$ cat config.mk
export PLATFORM = sky130hd
export DESIGN_NAME = hex_image_loader
export DESIGN_NICKNAME = d
export VERILOG_FILES = /design/src/rtl/hex_image_loader.sv
export SDC_FILE = /design/constraint.sdc
export NUM_CORES = 1
export LEC_CHECK = 0
export ABC_CLOCK_PERIOD_IN_PS = 6630
export BUFFER_PORTS_ARGS = -buffer_cell sky130_fd_sc_hd__buf_2
export CAP_MARGIN = 20
export CORE_MARGIN = 10
export CORE_UTILIZATION = 55
export CTS_CLUSTER_SIZE = 40
export DETAILED_ROUTE_END_ITERATION = 16
export GPL_ROUTABILITY_DRIVEN = 1
export PLACE_DENSITY = 0.79
export SLEW_MARGIN = 40
export SYNTH_ARGS = -nofsm -noshare
export SYNTH_HDL_FRONTEND = slang
export SYNTH_SLANG_ARGS = --single-unit
export TNS_END_PERCENT = 30
$ cat constraint.sdc
create_clock -name clock -period 6.63 [get_ports clock]
set_input_delay 0.663 -clock clock [delete_from_list [all_inputs] [get_ports clock]]
set_output_delay 0.663 -clock clock [all_outputs]
set_load 0.01 [all_outputs]
$ cat src/rtl/hex_image_loader.sv
// Parses an "@addr / data" hex memory-image character stream and writes 32-bit words
// into instruction memory, holding the cpu in reset until the image ends.
module hex_image_loader #(
    parameter int          ADDR_W   = 12,
    parameter logic [7:0]  EOT_CHAR = 8'h04
) (
    input  logic              clock,
    input  logic              reset,
    input  logic              ch_valid,
    input  logic [7:0]        ch_data,
    output logic              ch_ready,
    output logic              mem_we,
    output logic [ADDR_W-1:0] mem_addr,
    output logic [31:0]       mem_wdata,
    output logic              cpu_rst_n,
    output logic              done,
    output logic              err,
    output logic [1:0]        err_code,
    output logic [ADDR_W-1:0] words_written,
    output logic [2:0]        state_dbg
);

    // Handshake: a character moves only in a cycle where ch_valid and ch_ready are both
    // high; ch_valid must hold ch_data steady until that cycle, ch_ready never waits on ch_valid.

    typedef enum logic [2:0] {
        S_WS   = 3'd0,
        S_ADDR = 3'd1,
        S_DATA = 3'd2,
        S_CMT  = 3'd3,
        S_FIN  = 3'd4,
        S_ERR  = 3'd5
    } state_t;

    localparam logic [1:0]        CODE_ILLEGAL = 2'd1;
    localparam logic [1:0]        CODE_DIGITS  = 2'd2;
    localparam logic [1:0]        CODE_RANGE   = 2'd3;
    localparam logic [ADDR_W:0]   ADDR_STEP    = (ADDR_W+1)'(4);

    state_t              state;
    state_t              nxt;
    logic                started;
    logic [ADDR_W-1:0]   cur_addr;
    logic                ovf;
    logic [31:0]         acc;
    logic [3:0]          cnt;
    logic [ADDR_W:0]     addr_inc;

    logic                xfer;
    logic                is_ws, is_lf, is_hex, is_us, is_slash, is_at, is_eot, is_term;
    logic [3:0]          nib;
    logic                addr_bad;
    state_t              term_nxt;

    logic [1:0]          nxt_code;
    logic                wr_issue;
    logic                addr_load;
    logic                acc_load;
    logic                acc_clear;
    logic                acc_shift;

    assign xfer     = ch_valid && ch_ready;
    assign addr_inc = {1'b0, cur_addr} + ADDR_STEP;
    assign addr_bad = ((acc >> ADDR_W) != 32'd0) || (acc[1:0] != 2'b00);

    always_comb begin
        is_lf    = (ch_data == 8'h0A);
        is_ws    = (ch_data == 8'h20) || (ch_data == 8'h09) ||
                   (ch_data == 8'h0D) || is_lf;
        is_us    = (ch_data == 8'h5F);
        is_slash = (ch_data == 8'h2F);
        is_at    = (ch_data == 8'h40);
        is_eot   = (ch_data == EOT_CHAR);
        is_term  = is_ws || is_slash || is_eot;
        is_hex   = 1'b0;
        nib      = 4'd0;
        if (ch_data >= 8'h30 && ch_data <= 8'h39) begin
            is_hex = 1'b1;
            nib    = ch_data[3:0];
        end else if ((ch_data >= 8'h41 && ch_data <= 8'h46) ||
                     (ch_data >= 8'h61 && ch_data <= 8'h66)) begin
            // 'A'/'a' carry low nibble 1, so +9 maps them to 10
            is_hex = 1'b1;
            nib    = ch_data[3:0] + 4'd9;
        end
        if (is_eot)
            term_nxt = S_FIN;
        else if (is_slash)
            term_nxt = S_CMT;
        else
            term_nxt = S_WS;
    end

    always_ff @(posedge clock or negedge reset) begin
        if (!reset)
            state <= S_WS;
        else
            state <= nxt;
    end

    always_comb begin
        nxt       = state;
        nxt_code  = 2'd0;
        wr_issue  = 1'b0;
        addr_load = 1'b0;
        acc_load  = 1'b0;
        acc_clear = 1'b0;
        acc_shift = 1'b0;
        if (xfer) begin
            case (state)
                S_WS: begin
                    if (is_ws) begin
                        nxt = S_WS;
                    end else if (is_hex) begin
                        nxt      = S_DATA;
                        acc_load = 1'b1;
                    end else if (is_at) begin
                        nxt       = S_ADDR;
                        acc_clear = 1'b1;
                    end else if (is_slash) begin
                        nxt = S_CMT;
                    end else if (is_eot) begin
                        nxt = S_FIN;
                    end else begin
                        nxt      = S_ERR;
                        nxt_code = CODE_ILLEGAL;
                    end
                end
                S_ADDR, S_DATA: begin
                    if (is_hex) begin
                        if (cnt == 4'd8) begin
                            nxt      = S_ERR;
                            nxt_code = CODE_DIGITS;
                        end else begin
                            acc_shift = 1'b1;
                        end
                    end else if (is_us) begin
                        nxt = state;
                    end else if (is_term) begin
                        if (state == S_ADDR) begin
                            if (cnt == 4'd0) begin
                                nxt      = S_ERR;
                                nxt_code = CODE_ILLEGAL;
                            end else if (addr_bad) begin
                                nxt      = S_ERR;
                                nxt_code = CODE_RANGE;
                            end else begin
                                addr_load = 1'b1;
                                nxt       = term_nxt;
                            end
                        end else if (ovf) begin
                            // address space already wrapped: refuse the word
                            nxt      = S_ERR;
                            nxt_code = CODE_RANGE;
                        end else begin
                            wr_issue = 1'b1;
                            nxt      = term_nxt;
                        end
                    end else begin
                        nxt      = S_ERR;
                        nxt_code = CODE_ILLEGAL;
                    end
                end
                S_CMT: begin
                    if (is_lf)
                        nxt = S_WS;
                    else if (is_eot)
                        nxt = S_FIN;
                end
                default: nxt = state;
            endcase
        end
    end

    always_ff @(posedge clock or negedge reset) begin
        if (!reset) begin
            started       <= 1'b0;
            cur_addr      <= '0;
            ovf           <= 1'b0;
            acc           <= 32'd0;
            cnt           <= 4'd0;
            mem_we        <= 1'b0;
            mem_addr      <= '0;
            mem_wdata     <= 32'd0;
            words_written <= '0;
            done          <= 1'b0;
            cpu_rst_n     <= 1'b0;
            err           <= 1'b0;
            err_code      <= 2'd0;
        end else begin
            started <= 1'b1;
            mem_we  <= wr_issue;
            if (wr_issue) begin
                mem_addr      <= cur_addr;
                mem_wdata     <= acc;
                cur_addr      <= addr_inc[ADDR_W-1:0];
                ovf           <= addr_inc[ADDR_W];
                words_written <= words_written + 1'b1;
            end else if (addr_load) begin
                cur_addr <= acc[ADDR_W-1:0];
                ovf      <= 1'b0;
            end
            if (acc_load) begin
                acc <= {28'd0, nib};
                cnt <= 4'd1;
            end else if (acc_clear) begin
                acc <= 32'd0;
                cnt <= 4'd0;
            end else if (acc_shift) begin
                acc <= {acc[27:0], nib};
                cnt <= cnt + 4'd1;
            end
            if (nxt == S_ERR && state != S_ERR) begin
                err      <= 1'b1;
                err_code <= nxt_code;
            end
            // FIN is entered together with the last strobe, so this lags it by one cycle
            done      <= (state == S_FIN);
            cpu_rst_n <= (state == S_FIN);
        end
    end

    always_comb begin
        ch_ready  = started && (state != S_FIN) && (state != S_ERR);
        state_dbg = state;
    end

endmodule

# ---- After elaboration in Yosys (flattened, before gate mapping)
# Cells that the tools add are included.
dict set report op_classes {
  magnitude_cmp 6
  n_mux 76
  addsub 4
  n_eq_ne 16
  n_reduce_logical 21
}
# op n
set op_table {}
lappend op_table {{two-way mux 32 bit} 3}
lappend op_table {{two-way mux 3 bit} 16}
lappend op_table {{two-way mux 1 bit} 38}
lappend op_table {{nonzero test 32 bit} 1}
lappend op_table {{== test 8 x 4 -> 1 bit, second input constant} 3}
lappend op_table {{two-way mux 12 bit} 2}
lappend op_table {{two-way mux 2 bit} 10}
lappend op_table {{two-way mux 4 bit} 5}
lappend op_table {{== test 8 x 6 -> 1 bit, second input constant} 2}
lappend op_table {{== test 8 x 7 -> 1 bit, second input constant} 2}
lappend op_table {{greater-or-equal comparator 8 x 7 -> 1 bit, second input constant} 2}
lappend op_table {{<= comparator 8 x 7 -> 1 bit, second input constant} 2}
lappend op_table {{adder 12 x 3 -> 13 bit, second input constant} 1}
lappend op_table {{adder 12 x 1 -> 12 bit, second input constant} 1}
lappend op_table {{one-hot mux 3 bit (3 select lines)} 1}
lappend op_table {{== test 8 x 3 -> 1 bit, second input constant} 1}
lappend op_table {{greater-or-equal comparator 8 x 6 -> 1 bit, second input constant} 1}
lappend op_table {{<= comparator 8 x 6 -> 1 bit, second input constant} 1}
lappend op_table {{logical AND 1 bit} 7}
lappend op_table {{logical OR 1 bit} 7}
lappend op_table {{== test 3 x 2 -> 1 bit, second input constant} 2}
lappend op_table {{== test 3 bit, second input constant} 2}
lappend op_table {{!= test 3 bit, second input constant} 2}
lappend op_table {{adder 4 x 1 -> 4 bit, second input constant} 1}
lappend op_table {{other kinds (9)} 10}
dict set report word_totals {
  regBits 114
  input_bits 11
  word_cells 136
  output_inout_bits 66
}

# ---- Longest topological paths before layout
# Gate-level depths: netlist (run 1).
dict set report logic_depth {
  depth_word 13
  mapped_depth 12
  depth_no_buf 9
}

# ---- Worst setup path after synthesis (run 1)
# OpenSTA, ideal clock, no wires.
dict set report synth_path {
  path_type {input port to flip-flop}
  start {input port ch_data[0]}
  end {register words_written[9]}
  t_arrival_ns 2.647
  required_ns 6.551
  path_buffers 1
  stages 10
  path_slack_ns 3.903
  setup_ns 0.079
  cell_sequence {inv_1 -> ha_1 -> o21ba_1 -> o211ai_1 -> nand4_1 -> or3_1 -> buf_2 -> or3_4 -> nor2_2 -> xor2_1}
}
dict set report synth_via {
  elab_chain_cells 11
}
# item line_no
set synth_lines {}
lappend synth_lines {{start, declared} 10} ;# input logic [7:0] ch_data,
lappend synth_lines {{branches (longest 8 deep; another with greater-or-equal comparator 8 x 7 -> 1 bit)} --}
lappend synth_lines {{two-way mux 1 bit (*)} 130} ;# if (is_hex) begin
lappend synth_lines {{two-way mux 1 bit (*)} 110} ;# case (state)
lappend synth_lines {{two-way mux 1 bit (*)} 109} ;# if (xfer) begin
lappend synth_lines {{end signal, assigned} 198} ;# words_written <= words_written + 1'b1;
lappend synth_lines {{end, declared} 19} ;# output logic [ADDR_W-1:0] words_written,
# Every way passes the cells marked *.
# A chain may end at the register's enable or synchronous reset.

# ---- Worst setup path in the final report (run 1)
# Same ends and word-level chain as after synthesis.

==> metrics.md, run 1 <==
| Metric | Value |
|---|---|
| Initial antenna violation count | `0` |
| Largest family of logic cells by synthesized area | `simple AND/OR/NAND/NOR gates` |
| Cells after synthesis | `600` |
| EDFF count, synth | `0` |
| Postcts setup bufs | `0` |
| Final min period | `3.01 ns` |
| Worst R2R End | `err` |
| Max-Cap Viols | `0` |
| Startpoint types | `input pin` |
| Root buf cell | `clkbuf_8` |
| Crit path arrival time | `3.44 ns` |
| Synth area leaders | `dfrtp_1, nand2_1, a21oi_1, ha_1, nor2_1` |
| First-pass GRT wire length | `~22 mm` |
| # diodes | `0` |
| Area leader, netlist | `dfrtp_1` |
| Final Hold Fails | `0` |
| Worst Reg-to-Reg Cells | `7` |
| Post-synth top area share | `0.531` |
| Slew HR | `0.526` |
| Post-synthesis adder-cell area fraction | `0.0186` |
| Count leader, synth | `nand2_1` |
| Hold WC Path Type | `in -> async` |
| Row count | `36` |
| Final setup vio count | `0` |
| Clk slew on worst S/H paths | `~0.06 ns` |
| Synth top cells by count | `nand2_1, dfrtp_1, a21oi_1` |
| GP Congestion | `0.859` |
| CP endpoint | `words_written[9]` |
| Syn_nets | `619` |
| XOR/XNOR share of the synthesized area | `0.0245` |
| Chip width | `119 um` |
| Later-pin clock latency in the skew report | `0.51 ns` |
| Initial Util | `0.557` |
| Mux cell area share after synthesis | `0.00186` |
| Gr usage total | `0.188` |
| CP startpoint | `ch_data[0]` |
| Core Region | `9640 sq um` |
| Compound-Gate Fraction of Synth Area | `0.107` |
| Wire per inst | `15.9 um` |
| IO Pins | `77` |
| CP required | `between 7 and 8 ns` |
| Area Overhead vs Synth | `19.7%` |
| Yosys warns | `0` |
| Pre-Repair DR Iteration Count | `5` |
| Final Max Slew Viols | `0` |
| Status | `finished clean` |
| DR iter-0 viols | `375` |
| Max Clk Rate | `roughly 0.33 GHz` |
| Share of flip-flops with an asynchronous set or reset | `1.00` |
| CTS Buffer Depth | `2` |
| Crit-path max FO | `60` |
| Pleak | `between 3 and 4 nW` |
| CTS sink cnt | `114` |
| Number of I/O port buffers | `76` |
| PostCTS Resize Cnt | `0` |
| Register area | `2850 sq um` |
| Worst hold margin | `0.105 ns` |
| Die ar. | `between 10000 and 15000 sq um` |
| Die height | `roughly 120 um` |
| Cell variety after synth | `between 60 and 70` |
| Via-to-Cell Ratio | `5.54` |
| Unrepaired setup endpoints after global routing | `no` |
| Area of the multi-input gates | `about 2300 sq um` |
| Worst-Margin Slew | `between 0.7 and 0.8 ns` |
| Vias | `4499` |
| Share of post-route cells with drive strength above 1 | `0.194` |
| H-tree depth | `4` |
| Worst R2R Start | `acc[31]` |
| Vias in the first global route | `4526` |
| #FFs+latches synth | `114` |
| Dpl hpwl | `8.70 mm` |
| Largest net degree at the start of global routing | `79` |
| Sequential area share after synthesis | `0.531` |
| Synthesized area | `5370 sq um` |
| Clock Skews | `~0.0096 ns` |
| Remaining DRCs | `0` |
| Worst setup path class | `in -> reg` |
| Total grt overflow | `0` |
| Synth Area in Simple Gates | `0.278` |
| Fin nets | `685` |
| Hold Buf Count CTS | `0` |
| Worst IR Drop VDD | `169 uV` |
| Final period utilization | `0.454` |
| CP Capture Type | `register` |
| Post-DRT Antenna Nets | `0` |
| TritonCTS clock tree | `done` |
| Setup TNS | `0 ns` |
| Fillers | `779` |
| Most used DFF post-synth | `dfrtp_1` |
| Routed WL | `12.9 mm` |
| PnR Total Power | `0.00187 W` |
| CTS Buf Count | `17` |
| Synthesized area per cell | `8.95 sq um` |
| Worst reg-to-reg setup slack | `3.71 ns` |
| Pwr dens | `291 nW/um^2` |
worst max-delay path: stages:
cell	delay (ns)
buf_2	0.14
inv_1	0.07
ha_1	0.25
o21ba_1	0.21
o211ai_1	0.32
nand4_1	0.21
or3_2	0.50
buf_4	0.33
or3_4	0.46
nor2_2	0.12
xor2_1	0.16
layer usage:
metal	wire length, um	global-route usage
met1	5570	0.243
met2	6410	0.298
met3	762	0.0515
met4	172	0.0649
met5	0	0
stage by stage:
step | worst slack (ns) | util | instances | cell area [sq um]
final | 3.62 | 0.667 | 812 | 6430
after global routing | 3.37 | 0.667 | 812 | 6430
after CTS | 3.59 | 0.666 | 812 | 6420
after detailed placement | 3.09 | 0.604 | 780 | 5820
after global placement | 3.17 | 0.602 | 780 | 5800
after floorplan | 3.90 | - | 600 | 5370
kinds of logic (layout without fill, tap and decap cells):
kind of cell,after synthesis,in the layout
adders and majority gates,8,8
xor gates and xnor gates,15,15
muxes,1,1
DFF,114,114
other,1,1
AOI/OAI and AO/OA,95,95
and+or+nand+nor,320,320
buffers and inverters,46,125
sequential cells by signal (all words and copies together) (netlist names):
| signal | flops |
|---|---|
| acc | 32 |
| mem_wdata | 32 |
| cur_addr | 12 |
| mem_addr | 12 |
| words_written | 12 |
| cnt | 4 |
| state_dbg | 3 |
| err_code | 2 |
| done | 1 |
| err | 1 |
| mem_we | 1 |
| ovf | 1 |
| started | 1 |
power breakdown:
| part | internal [W] | switching [W] |
|---|---|---|
| Sequential | 0.000725 | 0.0000473 |
| Clock | 0.000587 | 0.000336 |
| Combinational | 0.0000683 | 0.000108 |
cells in the final DEF, fill, tap and decap left out, types with 6 or more instances in the layout:
cell and count:
inv_1 13, o21ai_1 6, xor2_1 6, dfrtp_1 114
nor4_1 6, o211ai_1 8, nand3b_1 6, nor2b_1 6
clkbuf_16 16, nand4_1 11, a21oi_1 44, and3_1 10
buf_2 75, nor2_1 24, xnor2_1 9, ha_1 8
nand3_1 11, o21ai_0 11, nand2_1 212
how the worst min path moves through the flow:
stage,startpoint,end,cells after the start
finish,reset,words_written[11],1
global route,reset,words_written[11],1
CTS,reset,words_written[11],1
detailed placement,err,err,1
global placement,err,err,1
floorplan,reset,acc[0],0
final cells by class:
type / count / area share
Sequential cell: 114 / 0.444
Multi-Input combinational cell: 440 / 0.364
Clock buffer: 18 / 0.0666
Timing Repair Buffer: 79 / 0.0636
Clock inverter: 14 / 0.0276
Tap cell: 133 / 0.0259
Inverter: 14 / 0.00856
Note: power is estimated with default switching activity, not from simulation.
==> inputs of run 2 (changes only) <==
- ABC_AREA: not set -> 1
- ABC_CLOCK_PERIOD_IN_PS: 6630 -> 2500
- CORE_UTILIZATION: 55 -> 52
- PLACE_DENSITY: 0.79 -> 0.78
- clock period: 6.63 -> 2.5 ns (I/O delays scaled with it)
==> run 2 against run 1 <==
Sequential power rose by 140%. First-iteration DRC count is 5.1% higher. Hold slack better by 0.059 ns.
==> metrics.md, run 2 <==
| Metric | Value |
|---|---|
| Final setup vio count | `0` |
| Fin nets | `745` |
| Pleak | `~3.6 nW` |
| Clock Skews | `0.00960 ns` |
| Worst reg-to-reg setup slack | `0.29 ns` |
| Chip width | `around 120 um` |
| Max-Cap Viols | `0` |
| Pre-Repair DR Iteration Count | `5` |
| Fin cells | `873` |
| TritonCTS clock tree | `done` |
| Largest net degree at the start of global routing | `between 50 and 60` |
| CP required | `2.87 ns` |
| Most used cell, CP | `nand2_1` |
| Worst stage delay on the critical path | `0.43 ns` |
| Final min period | `2.21 ns` |
| Share of flip-flops with an asynchronous set or reset | `1.00` |
| Post-DRT Antenna Nets | `0` |
| Startpoint types | `register` |
| Switching power total | `0.000900 W` |
| Vias in the first global route | `4672` |
| #FFs+latches synth | `114` |
| Row count | `37` |
| Buf/Inv on CP | `3` |
| Most frequent cells in the layout | `nand2_1, dfrtp_1, inv_1` |
| Cell variety after synth | `45` |
| Final Max Slew Viols | `0` |
| Dpl hpwl | `about 9.6 mm` |
| Synthesized area per cell | `8.58 sq um` |
| Initial Util | `0.533` |
| Max Clk Rate | `about 0.45 GHz` |
| Synthesized area | `5480 sq um` |
| Die height | `between 100 and 150 um` |
| Met1 WL | `5.71 mm` |
| DR iter-0 viols | `394` |
| Commonest non-fill, non-tap cell in the layout | `nand2_1` |
| Final Hold Fails | `0` |
| Initial antenna violation count | `0` |
| Routed WL | `13.4 mm` |
| Reg power frac | `0.440` |
| Remaining DRCs | `0` |
| Hold WC Path Type | `in -> reg` |
| Later-pin clock latency in the skew report | `between 0.5 and 0.6 ns` |
| H-tree depth | `4` |
| Clk pwr share | `0.536` |
| Die ar. | `15000 sq um` |
| Clk slew on worst S/H paths | `0.05 ns` |
| Worst-Margin Slew | `0.527 ns` |
| Sequential area share after synthesis | `0.521` |
| Crit-path max FO | `15` |
| Worst setup path class | `reg -> reg` |
| Worst IR Drop VDD | `387 uV` |
| Final period utilization | `0.884` |
| Yosys warns | `0` |
| Syn_nets | `657` |
| Via-to-Cell Ratio | `5.26` |
| # diodes | `0` |
| Unrepaired setup endpoints after global routing | `no` |
| Crit path arrival time | `2.58 ns` |
| Combinational Power Share | `0.024` |
| Vias | `4592` |
| PostCTS Resize Cnt | `0` |
| EDFF count, synth | `0` |
| Placed Instances | `842` |
| GP Congestion | `slightly above 0.9` |
| Area Overhead vs Synth | `20.5%` |
| CTS Buffer Depth | `2` |
| Number of I/O port buffers | `76` |
| Metal2 WL | `6.39 mm` |
| CTS sink cnt | `114` |
| Met3 WL post-DR | `892 um` |
| IO Pins | `77` |
| First-pass GRT wire length | `22.3 mm` |
| Core Region | `around 10000 sq um` |
| Pwr dens | `636 nW/um^2` |
| Status | `finished clean` |
| CP Capture Type | `register` |
| Sw Share | `0.214` |
| Synth area leaders | `dfrtp_1, nand2_1, inv_1, o21ai_0, a22oi_1` |
| Synth top cells by count | `nand2_1, dfrtp_1, inv_1` |
| CP Cell Sequence | `inv_2 > nor2_1 > nor2_2 > nand2_1 > inv_2 > nand4_4 > nand2_1 > inv_1 > nand2_1 > o221ai_1` |
| Delay-heaviest family, CP | `simple AND/OR/NAND/NOR gates` |
| Total grt overflow | `0` |
| Setup TNS | `0 ns` |
| Count leader, synth | `nand2_1` |
| Wire per inst | `15.4 um` |
| Cells after synthesis | `638` |
| Most used DFF post-synth | `dfrtp_1` |
| Critical-path top delay cell | `dfrtp_1` |
| Slew HR | `0.646` |
| Top sig layer | `met4` |
| Area leader, netlist | `dfrtp_1` |
| Root buf cell | `clkbuf_8` |
| Internal Power | `between 0.003 and 0.004 W` |
| Gr usage total | `0.183` |
| CTS Buf Count | `17` |
| Share of post-route cells with drive strength above 1 | `0.209` |
| Post-synth top area share | `0.521` |
| Largest registers | `acc: 32 flops, mem_wdata: 32 flops` |
## run 2: changes by cell type after synthesis, sizes merged, moves of 8 or more
| cell | before | now |
|---|---|---|
| nor3 | 4 | 15 |
| inv | 14 | 114 |
| and3 | 11 | 1 |
| buf | 22 | 14 |
| a22oi | 3 | 22 |
| nor2 | 27 | 46 |
| a21oi | 45 | 11 |
| nand2 | 212 | 160 |
| nand3 | 12 | 30 |
| o21ai | 17 | 51 |
## run 2: worst paths after layout
path                         startpoint          endpoint  cells after the start
max                        state_dbg[2]       cur_addr[4]                     10
min                          ch_data[0]            acc[0]                      4
max reg2reg                state_dbg[2]       cur_addr[4]                     10
min reg2reg                         err               err                      2
max in group asynchronous         reset               ovf                      3
min in group asynchronous         reset  words_written[9]                      2
## run 2: cell families (layout without fill, tap and decap cells)
| kind of cell | Yosys count | in the layout | share of synthesized area |
|---|---|---|---|
| xor+xnor | 15 | 15 | 0.0240 |
| buf+inv | 132 | 231 | 0.0960 |
| mux | 2 | 2 | 0.00411 |
| other cells | 1 | 1 | 0.000685 |
| fa+ha+maj | 8 | 8 | 0.0183 |
| flops | 114 | 114 | 0.521 |
| compound gates | 102 | 102 | 0.117 |
| simple gates | 264 | 264 | 0.219 |
## run 2: worst register-to-register path: stages, from the launching register on
cell      delay, ns
dfrtp_1        0.43
inv_2          0.17
nor2_1         0.07
nor2_2         0.09
nand2_1        0.15
inv_2          0.26
nand4_4        0.31
nand2_1        0.29
inv_1          0.12
nand2_1        0.07
o221ai_1       0.10
## run 2: through the flow
step	hold slack [ns]	area, sq um	util	worst slack, ns	power, W
floorplan	-0.0456	5480	-	0.585	0.00192
global placement	0.214	6040	0.588	0.300	0.00198
detailed placement	0.219	6040	0.588	0.157	0.00198
CTS	0.166	6600	0.642	0.302	0.00421
global route	0.225	6600	0.642	0.124	0.00431
finish	0.164	6600	0.642	0.291	0.00420
## run 2: final cells by class
cell class | count | area (sq um)
multi-input combinational | 392 | 2110
timing repair buffer | 87 | 493
tap | 136 | 170
inverter | 114 | 428
fill | 872 | 3680
clock buffer | 20 | 435
sequential | 114 | 2850
clock inverter | 10 | 113
## run 2: repair_timing
item                                    4_1_cts  5_1_grt
hold endpoints to repair                     29        0
endpoints found under the setup margin        0        0
hold buffers                                  1        0
setup buffers                                 0        0
## run 2: power groups by stage
stage                logic, W  registers, W  clock network, W
finish               0.000101       0.00185           0.00225
global route         0.000115       0.00185           0.00235
CTS                  0.000104       0.00185           0.00226
detailed placement   0.000102       0.00188                 0
global placement    0.0000975       0.00188                 0
floorplan           0.0000354       0.00188                 0
## run 2: metal layers
metal  GRT usage  up-vias
met5           0        -
met4      0.0766        0
met3      0.0537       34
met2       0.300      163
met1       0.220     2187
li1            -     2208
==> inputs of run 3 (changes only) <==
- CTS_BUF_LIST: not set -> sky130_fd_sc_hd__clkbuf_8 sky130_fd_sc_hd__clkbuf_16
==> run 3 against run 2 <==
Cell count unchanged. Register-to-register slack hardly changed. Worst setup slack worse by 0.0054 ns. Largest cell class unchanged. Via count increased by 0.50%. Count of clock-buffer cells in the layout down 2. Combinational power is essentially flat. Flip-flop and latch count stayed put. Power decreased by 0.19%. Global-route usage is the same. Critical path type unchanged.
==> metrics.md, run 3 (synthesis gave the netlist of run 2 again) <==
| Metric | Value |
|---|---|
| Largest registers | `acc: 32 flops, mem_wdata: 32 flops` |
| Delay-heaviest family, CP | `simple AND/OR/NAND/NOR gates` |
| Status | `finished clean` |
| Hold WC Path Type | `in -> reg` |
| Startpoint types | `register` |
| Most used cell, CP | `nand2_1` |
| Die ar. | `15000 sq um` |
| Max-Cap Viols | `0` |
| Later-pin clock latency in the skew report | `0.51 ns` |
| Number of I/O port buffers | `76` |
| Wire per inst | `roughly 15 um` |
| Setup TNS | `0 ns` |
| Post-DRT Antenna Nets | `0` |
| Most frequent cells in the layout | `nand2_1, dfrtp_1, inv_1` |
| Slew HR | `0.647` |
| Row count | `37` |
| Dpl hpwl | `between 9 and 10 mm` |
| Core Region | `10300 sq um` |
| Clock Skews | `approximately 0.0092 ns` |
| Fin cells | `873` |
| Final Max Slew Viols | `0` |
| Worst stage delay on the critical path | `0.43 ns` |
| Max Clk Rate | `~0.45 GHz` |
| CP Capture Type | `register` |
| Pre-Repair DR Iteration Count | `5` |
| Final setup vio count | `0` |
| Critical-path top delay cell | `dfrtp_1` |
| Pwr dens | `635 nW/um^2` |
| Gr usage total | `0.183` |
| Final period utilization | `0.886` |
| Worst-Margin Slew | `0.527 ns` |
| Routed WL | `13.4 mm` |
| CP required | `roughly 2.9 ns` |
| Pleak | `3.65 nW` |
| Postcts setup bufs | `0` |
| Placed Instances | `842` |
| Placed cell areas | `6040 sq um` |
| H-tree depth | `4` |
| # diodes | `0` |
| Total grt overflow | `0` |
| Chip width | `roughly 120 um` |
| Vias | `approximately 4600` |
| Final min period | `2.21 ns` |
| CTS Buf Count | `17` |
| Largest net degree at the start of global routing | `54` |
| GP Congestion | `0.914` |
| DR iter-0 viols | `~390` |
| Initial Util | `0.533` |
| Buf/Inv on CP | `3` |
| Crit-path max FO | `15` |
| Die height | `123 um` |
| Initial antenna violation count | `0` |
| Crit path arrival time | `2.58 ns` |
| First-pass GRT wire length | `22.3 mm` |
| Worst IR Drop VDD | `386 uV` |
| Worst setup path class | `reg -> reg` |
| CTS sink cnt | `roughly 110` |
| Unrepaired setup endpoints after global routing | `no` |
| Fin nets | `745` |
| Final Cell Area | `roughly 6600 sq um` |
| IO Pins | `77` |
| Area Overhead vs Synth | `20.5%` |
| Final Hold Fails | `0` |
| CP Cell Sequence | `inv_2 > nor2_1 > nor2_2 > nand2_1 > inv_2 > nand4_4 > nand2_1 > inv_1 > nand2_1 > o221ai_1` |
| Via-to-Cell Ratio | `5.29` |
| Root buf cell | `clkbuf_8` |
| Clk slew on worst S/H paths | `approximately 0.050 ns` |
| Share of post-route cells with drive strength above 1 | `0.209` |
| Vias in the first global route | `4672` |
| Commonest non-fill, non-tap cell in the layout | `nand2_1` |
| CTS Buffer Depth | `2` |
| Remaining DRCs | `0` |
| TritonCTS clock tree | `done` |
## run 3: stage by stage
stage                     setup WS, ns  power (W)  utilization  hold slack, ns
after floorplan                  0.585    0.00192            -         -0.0456
after global placement           0.300    0.00198        0.588           0.214
after detailed placement         0.157    0.00198        0.588           0.219
after CTS                        0.302    0.00420        0.642           0.166
after global routing             0.124    0.00430        0.642           0.225
final                            0.285    0.00419        0.642           0.165
## run 3: repair_timing
item | 4_1_cts | 5_1_grt
gates resized for setup | 0 | 0
endpoints found under the hold margin | 29 | 0
hold buffers | 1 | 0
## run 3: final cells by class
cell class	instances	area, sq um
Multi-Input combinational cell	392	2110
Fill cell	872	3680
Timing Repair Buffer	87	493
Tap cell	136	170
Clock buffer	18	428
Inverter	114	428
Clock inverter	12	120
Sequential cell	114	2850
## run 3: report_power, final
part | switching [W] | internal [W] | total, W
registers | 0.000000173 | 0.00185 | 0.00185
logic | 0.0000774 | 0.0000239 | 0.000101
clock network | 0.000822 | 0.00142 | 0.00224
total | 0.000900 | 0.00329 | 0.00419
## run 3: path summary, 6_finish.rpt
path | slack [ns] | depth (start not counted) | to | startpoint
max in group asynchronous | 1.48 | 3 | ovf | reset
worst max-delay path | 0.29 | 10 | cur_addr[4] | state_dbg[2]
worst min-delay path | 0.16 | 4 | acc[0] | ch_data[0]
worst min register to register | 0.47 | 2 | err | err
min in group asynchronous | 0.23 | 2 | words_written[9] | reset
worst max register to register | 0.29 | 10 | cur_addr[4] | state_dbg[2]
## run 3: layer usage
layer  routed length, um  GRT usage
met4                 394     0.0766
met1                5810      0.220
met3                 902     0.0537
met5                   0          0
met2                6320      0.300
## run 3: tightest hold or removal path, delay by kind of cell
| family | cells | cell delay [ns] |
|---|---|---|
| and+or+nand+nor | 1 | 0.10 |
| AOI/OAI and AO/OA | 2 | 0.16 |
| buffers and inverters | 1 | 0.13 |
